## src/rtl/framed_seq_tx.sv

```systemverilog
// Serial frame transmitter: 11011 sync marker, MSB-first payload, optional even
// parity and a zero gap, feeding the 11011 sequence detector and an observe pin.
//
// state    | meaning
// S_IDLE   | line low, waiting for start
// S_SYNC   | emitting 1,1,0,1,1
// S_DATA   | emitting latched payload MSB first
// S_PARITY | emitting XOR of payload bits
// S_GAP    | emitting GAP_BITS zero bits, then done
module framed_seq_tx #(
  parameter int CLKS_PER_BIT = 1,
  parameter int GAP_BITS     = 2,
  parameter bit PARITY_EN    = 1'b1
) (
  input  logic       clk,
  input  logic       rst,
  input  logic       start,
  input  logic [7:0] data_in,
  output logic       ser_out,
  output logic       bit_valid,
  output logic       busy,
  output logic       done,
  output logic [7:0] frame_cnt
);

  typedef enum logic [2:0] {
    S_IDLE, S_SYNC, S_DATA, S_PARITY, S_GAP
  } state_t;

  localparam logic [7:0] PRE_LAST = 8'(CLKS_PER_BIT - 1);
  localparam logic [3:0] GAP_LAST = 4'(GAP_BITS - 1);
  localparam logic [4:0] SYNC_PAT = 5'b11011;

  state_t     state_q;
  logic [7:0] pre_q, pre_d;
  logic [3:0] bit_idx_q;
  logic [7:0] shift_q;
  logic       parity_q;
  logic       ser_q, valid_q, busy_q, done_q;
  logic [7:0] cnt_q;
  logic       bit_end;
  logic [2:0] sync_sel;

  always_comb begin
    bit_end  = (pre_q == PRE_LAST);
    pre_d    = bit_end ? 8'd0 : pre_q + 8'd1;
    // SYNC_PAT is sent from bit 4 down; this picks the bit that follows bit_idx_q
    sync_sel = 3'd3 - bit_idx_q[2:0];
  end

  always_ff @(posedge clk or posedge rst) begin
    if (rst) begin
      state_q   <= S_IDLE;
      pre_q     <= 8'd0;
      bit_idx_q <= 4'd0;
      shift_q   <= 8'd0;
      parity_q  <= 1'b0;
      ser_q     <= 1'b0;
      valid_q   <= 1'b0;
      busy_q    <= 1'b0;
      done_q    <= 1'b0;
      cnt_q     <= 8'd0;
    end else begin
      done_q <= 1'b0;
      if (state_q == S_IDLE) begin
        pre_q   <= 8'd0;
        valid_q <= 1'b0;
        ser_q   <= 1'b0;
        if (start) begin
          state_q   <= S_SYNC;
          bit_idx_q <= 4'd0;
          shift_q   <= data_in;
          parity_q  <= ^data_in;
          ser_q     <= SYNC_PAT[4];
          valid_q   <= 1'b1;
          busy_q    <= 1'b1;
        end
      end else if (!bit_end) begin
        pre_q   <= pre_d;
        valid_q <= 1'b0;
      end else begin
        pre_q <= pre_d;
        case (state_q)
          S_SYNC: begin
            valid_q <= 1'b1;
            if (bit_idx_q == 4'd4) begin
              state_q   <= S_DATA;
              bit_idx_q <= 4'd0;
              ser_q     <= shift_q[7];
              shift_q   <= {shift_q[6:0], 1'b0};
            end else begin
              bit_idx_q <= bit_idx_q + 4'd1;
              ser_q     <= SYNC_PAT[sync_sel];
            end
          end
          S_DATA: begin
            if (bit_idx_q == 4'd7) begin
              bit_idx_q <= 4'd0;
              if (PARITY_EN) begin
                state_q <= S_PARITY;
                ser_q   <= parity_q;
                valid_q <= 1'b1;
              end else begin
                state_q <= S_GAP;
                ser_q   <= 1'b0;
                valid_q <= 1'b0;
              end
            end else begin
              bit_idx_q <= bit_idx_q + 4'd1;
              ser_q     <= shift_q[7];
              shift_q   <= {shift_q[6:0], 1'b0};
              valid_q   <= 1'b1;
            end
          end
          S_PARITY: begin
            state_q   <= S_GAP;
            bit_idx_q <= 4'd0;
            ser_q     <= 1'b0;
            valid_q   <= 1'b0;
          end
          S_GAP: begin
            valid_q <= 1'b0;
            ser_q   <= 1'b0;
            if (bit_idx_q == GAP_LAST) begin
              state_q   <= S_IDLE;
              bit_idx_q <= 4'd0;
              busy_q    <= 1'b0;
              done_q    <= 1'b1;
              cnt_q     <= cnt_q + 8'd1;
            end else begin
              bit_idx_q <= bit_idx_q + 4'd1;
            end
          end
          default: state_q <= S_IDLE;
        endcase
      end
    end
  end

  assign ser_out   = ser_q;
  assign bit_valid = valid_q;
  assign busy      = busy_q;
  assign done      = done_q;
  assign frame_cnt = cnt_q;

endmodule

```

## config.mk

```make
export PLATFORM = sky130hd
export DESIGN_NAME = framed_seq_tx
export DESIGN_NICKNAME = d
export VERILOG_FILES = /design/src/rtl/framed_seq_tx.sv
export SDC_FILE = /design/constraint.sdc
export NUM_CORES = 1
export LEC_CHECK = 0
export BUFFER_PORTS_ARGS = -buffer_cell sky130_fd_sc_hd__buf_2
export CORE_MARGIN = 2
export CORE_UTILIZATION = 45
export CTS_BUF_LIST = sky130_fd_sc_hd__clkbuf_16
export CTS_CLUSTER_DIAMETER = 60
export DETAILED_ROUTE_END_ITERATION = 6
export GPL_TIMING_DRIVEN = 0
export PLACE_DENSITY = 0.61
export SYNTH_ARGS = -nofsm -noshare
export SYNTH_HDL_FRONTEND = slang
export SYNTH_SLANG_ARGS = --single-unit
```

## constraint.sdc

```tcl
create_clock -name clk -period 5.91 [get_ports clk]
set_input_delay 1.182 -clock clk [delete_from_list [all_inputs] [get_ports clk]]
set_output_delay 1.182 -clock clk [all_outputs]
set_load 0.05 [all_outputs]
```

==> results list <==
* Outcome: finished clean
- CP Launch Type: input pin
* Final HPWL from detailed placement: approximately 3 mm
- The total overflow left after global routing is 0.
* Max rail drop VDD: around 0.00022 V
* Worst Setup Path Type: in -> reg
* Die H: 72.5 µm
* Count of hold buffers inserted by post-cts repair: 0
* Final Worst Setup Slack: around 3500 ps
- For this design, the slowest cell found on the critical path is sky130_fd_sc_hd__a2111oi_4.
- The path with the worst hold slack has its endpoint at frame_cnt[7].
* Post-synth top cells: sky130_fd_sc_hd__dfrtp_1 (36), sky130_fd_sc_hd__xnor2_1 (15), sky130_fd_sc_hd__mux2_2 (14), sky130_fd_sc_hd__nor2_1 (14), sky130_fd_sc_hd__nand2_1 (13)
* Buffer depth of the longest clock path: 2
- Detailed-route wire length per cell: roughly 15 µm
- Root buffer cell: sky130_fd_sc_hd__clkbuf_16
- Across the routed clock network, the largest skew measured is 7.20 ps.
- Starting utilization of the core area: 47.5%
- After detailed routing, the number of vias per cell comes to between 5 and 6.
* Final count of pins violating max slew: 0
- RSZ-0062 raised after global routing: false
- Post-Place Setup Slack: 3210 ps
* Post-route clock period utilization: 40.6%
- Reg-to-reg critical path endpoint: shift_q[1]
- After synthesis, the netlist uses 45 different library cells.
- In this run, synthesis inferred 0 flip-flops with an integrated enable.
- The initial antenna violation count is 0.
- Counting tap cells, the placed design contains a total of between 200 and 300 instances.
- The count of endpoints failing hold in the final timing report was 0.
- Flops & latches, synth: 36
- Along the worst path, the maximum fanout reaches 8.
- Of all flip-flops after synthesis, the portion carrying an async set or reset was between 90% and 100%.
* Count of instances resized after the clock tree is built: 0
- The top cell type by area accounts for 42.7% of the synthesized area.
- Most frequent cell after synthesis: sky130_fd_sc_hd__dfrtp_1
- The total area inside the core boundary comes to roughly 4400 µm².
* Hold path startpoint: frame_cnt[7]
- The routed layout has 1585 vias.
- Tightest Hold Check Type: reg -> reg
- Core utilization of the finished layout: a little under three fifths
- Data on the critical path arrives at its endpoint at 2560 ps.
* Worst hold-check slack: 466 ps
* FF+latch area: about 900 µm²
- Count of max-cap constraint violations: 0
* Power density over the cells: just under 500 nW/µm²
- For the worst setup path, the data required time is 6070 ps.
- The first detailed-routing pass ran for 4 iterations.
* Last weighted congestion value of the routability-driven placer: around 0.83
- On the worst path, the slowest cell contributes a delay of 660 ps.
* Io pins: 23
- The first global-routing pass estimated just under 8 mm of wire.
- Netlist area before placement: between 2000 and 2500 µm²
* Insertion delay of the later-clocked pin in the worst-skew pair: ~280 ps
- Minimum period implied by the final worst setup slack: between 2000 and 2500 ps
- In the final layout, the multi-input gates occupy around 1100 µm².
- The floorplan step set the die width to 72.5 µm.
* GR Util All Layers: 18.9%
* Total die area: approximately 5300 µm²
* Number of buffers and inverters on the critical path: 1
* Largest delay share family, worst path: compound AO/OA/AOI/OAI gates
- CTS clk-pin slew, worst paths: ~60 ps
* Post-layout instance count excluding filler cells: slightly below 300
* Nature of the critical path endpoint: flop
- Along the worst hold path, the cell count comes to 1.
- In this run the remaining antenna-violating nets after routing total 0.
- Standby leakage power: roughly 1.1 nW
* Port Buf Inserts: 22
- When the netlist entered floorplanning its net count stood at approximately 220.
- At the pin with the least slew margin, the transition time is around 740 ps.
- Static timing analysis puts the maximum clock frequency at 417 MHz.
- Leading register cell type out of synthesis: sky130_fd_sc_hd__dfrtp_1
- Mean cell area of the mapped netlist: a little over 10 µm²
* Number of instances in the synthesized netlist: ~210
- Count of nets after finishing: 253
- Sequential cells were found to cover a little over two fifths of the synthesized design area.
* Starting DRT DRC Count: 67
- Wire length after detailed routing: around 4.2 mm
- Area growth from synthesis to final layout: 18.5%
- Setup violations remaining at the end of the flow were counted as 0.
- Cells on worst reg2reg path: 6
- The number of clock buffers added by TritonCTS is 5.
- Crit Reg-Reg Startpoint: pre_q[0]
- By area the synthesized netlist is led by sky130_fd_sc_hd__dfrtp_1 (43%), sky130_fd_sc_hd__mux2_2 (7.5%), sky130_fd_sc_hd__xnor2_1 (6.2%).
- Across all register-to-register paths, the minimum setup slack is approximately 3500 ps.
- Entering global routing, the biggest net connects 37 pins.
- After routing, the total negative slack on setup checks comes to 0 ps.
- After filler insertion, the fill cell instance count of the layout stands at approximately 400.
* Remaining DRCs: 0
* CP Cell Sequence: buf_2 -> or2_2 -> a21oi_1 -> a2111oi_4 -> mux2_2
- TritonCTS clock tree: yes
- The floorplan has 24 rows.
- sky130_fd_sc_hd__dfrtp_1 takes more of the synthesized area than any other cell.
- Share of post-route cells with drive strength above 1: a little under a quarter
- Warnings, synthesis: 0
* Diodes inserted: 0
- Post-CTS Repair Setup Buffers: 0
- Headroom to the max-slew limit: between 50 and 60%
- For this design, the sink count on the clock tree is 36.
- Number of global-route vias before repair: ~1600
* # H-tree levels: 2
[sequential cells by signal, indices dropped and copies added (netlist names), 3 cells and up]
register,flops
shift_q,8
bit_idx_q,4
frame_cnt,8
pre_q,8
state_q,3
[worst max-delay path by stage]
stage / endpoint / start / slack, ps / cells after the start
final: shift_q[1] / start / 3510 / 5
after global placement: shift_q[1] / start / 3220 / 5
after detailed placement: shift_q[5] / start / 3210 / 5
after floorplan: shift_q[1] / start / 3510 / 4
after CTS: shift_q[1] / start / 3500 / 5
after global routing: shift_q[1] / pre_q[0] / 3360 / 6
[through the flow]
step	instance area, µm²	power [mW]
5_1_grt	2500	1.31
3_5_place_dp	2280	0.835
3_3_place_gp	2280	0.831
4_1_cts	2500	1.23
6_report	2500	1.22
2_1_floorplan	2110	0.733
[final cells by class]
type / instances / share of cell area [%]
multi-input cells: 151 / 45.3
flip-flops and latches: 36 / 36.0
clock buffers: 5 / 5.01
repair buffers: 22 / 4.40
clock inverters: 3 / 3.60
well taps: 52 / 2.60
inverters: 11 / 1.65
plain buffers: 9 / 1.35
[routing by layer]
layer | up-vias | global-route usage [%] | share of wire [%] | wire, µm
met5 | - | 0 | 0 | 0
met4 | 0 | 5.35 | 1.3 | 55
met3 | 6 | 4.31 | 4.0 | 167
met2 | 35 | 28.8 | 45 | 1920
met1 | 757 | 27.0 | 49 | 2080
li1 | 787 | - | - | -
[layout by cell type, fill, tap and decap left out, types with 5 or more instances in the layout]
master	count
sky130_fd_sc_hd__dfrtp_1	36
sky130_fd_sc_hd__buf_2	22
sky130_fd_sc_hd__xnor2_1	15
sky130_fd_sc_hd__nor2_1	14
sky130_fd_sc_hd__mux2_2	14
sky130_fd_sc_hd__nand2_1	13
sky130_fd_sc_hd__inv_1	10
sky130_fd_sc_hd__clkbuf_1	8
sky130_fd_sc_hd__o21ai_0	8
sky130_fd_sc_hd__nand3_1	8
sky130_fd_sc_hd__nand4_1	7
sky130_fd_sc_hd__xor2_1	6
sky130_fd_sc_hd__ha_1	6
sky130_fd_sc_hd__a21oi_1	5
sky130_fd_sc_hd__a22o_1	5
sky130_fd_sc_hd__clkbuf_16	5
[logic make-up (layout without fill, tap and decap cells)]
family | after synthesis | count (layout) | share of synthesized area (%)
AOI/OAI and AO/OA | 33 | 33 | 11.9
xor gates and xnor gates | 21 | 21 | 8.72
adders and majority gates | 7 | 7 | 4.03
buffers and inverters | 20 | 50 | 3.56
DFF | 36 | 36 | 42.7
muxes | 18 | 18 | 9.37
and+or+nand+nor | 72 | 72 | 19.7
[power by group]
group / internal [mW] / switching (mW)
clock: 0.284 / 0.102
sequential: 0.308 / 0.0414
combinational: 0.209 / 0.274
No activity file was read; power rests on OpenSTA's default activity.
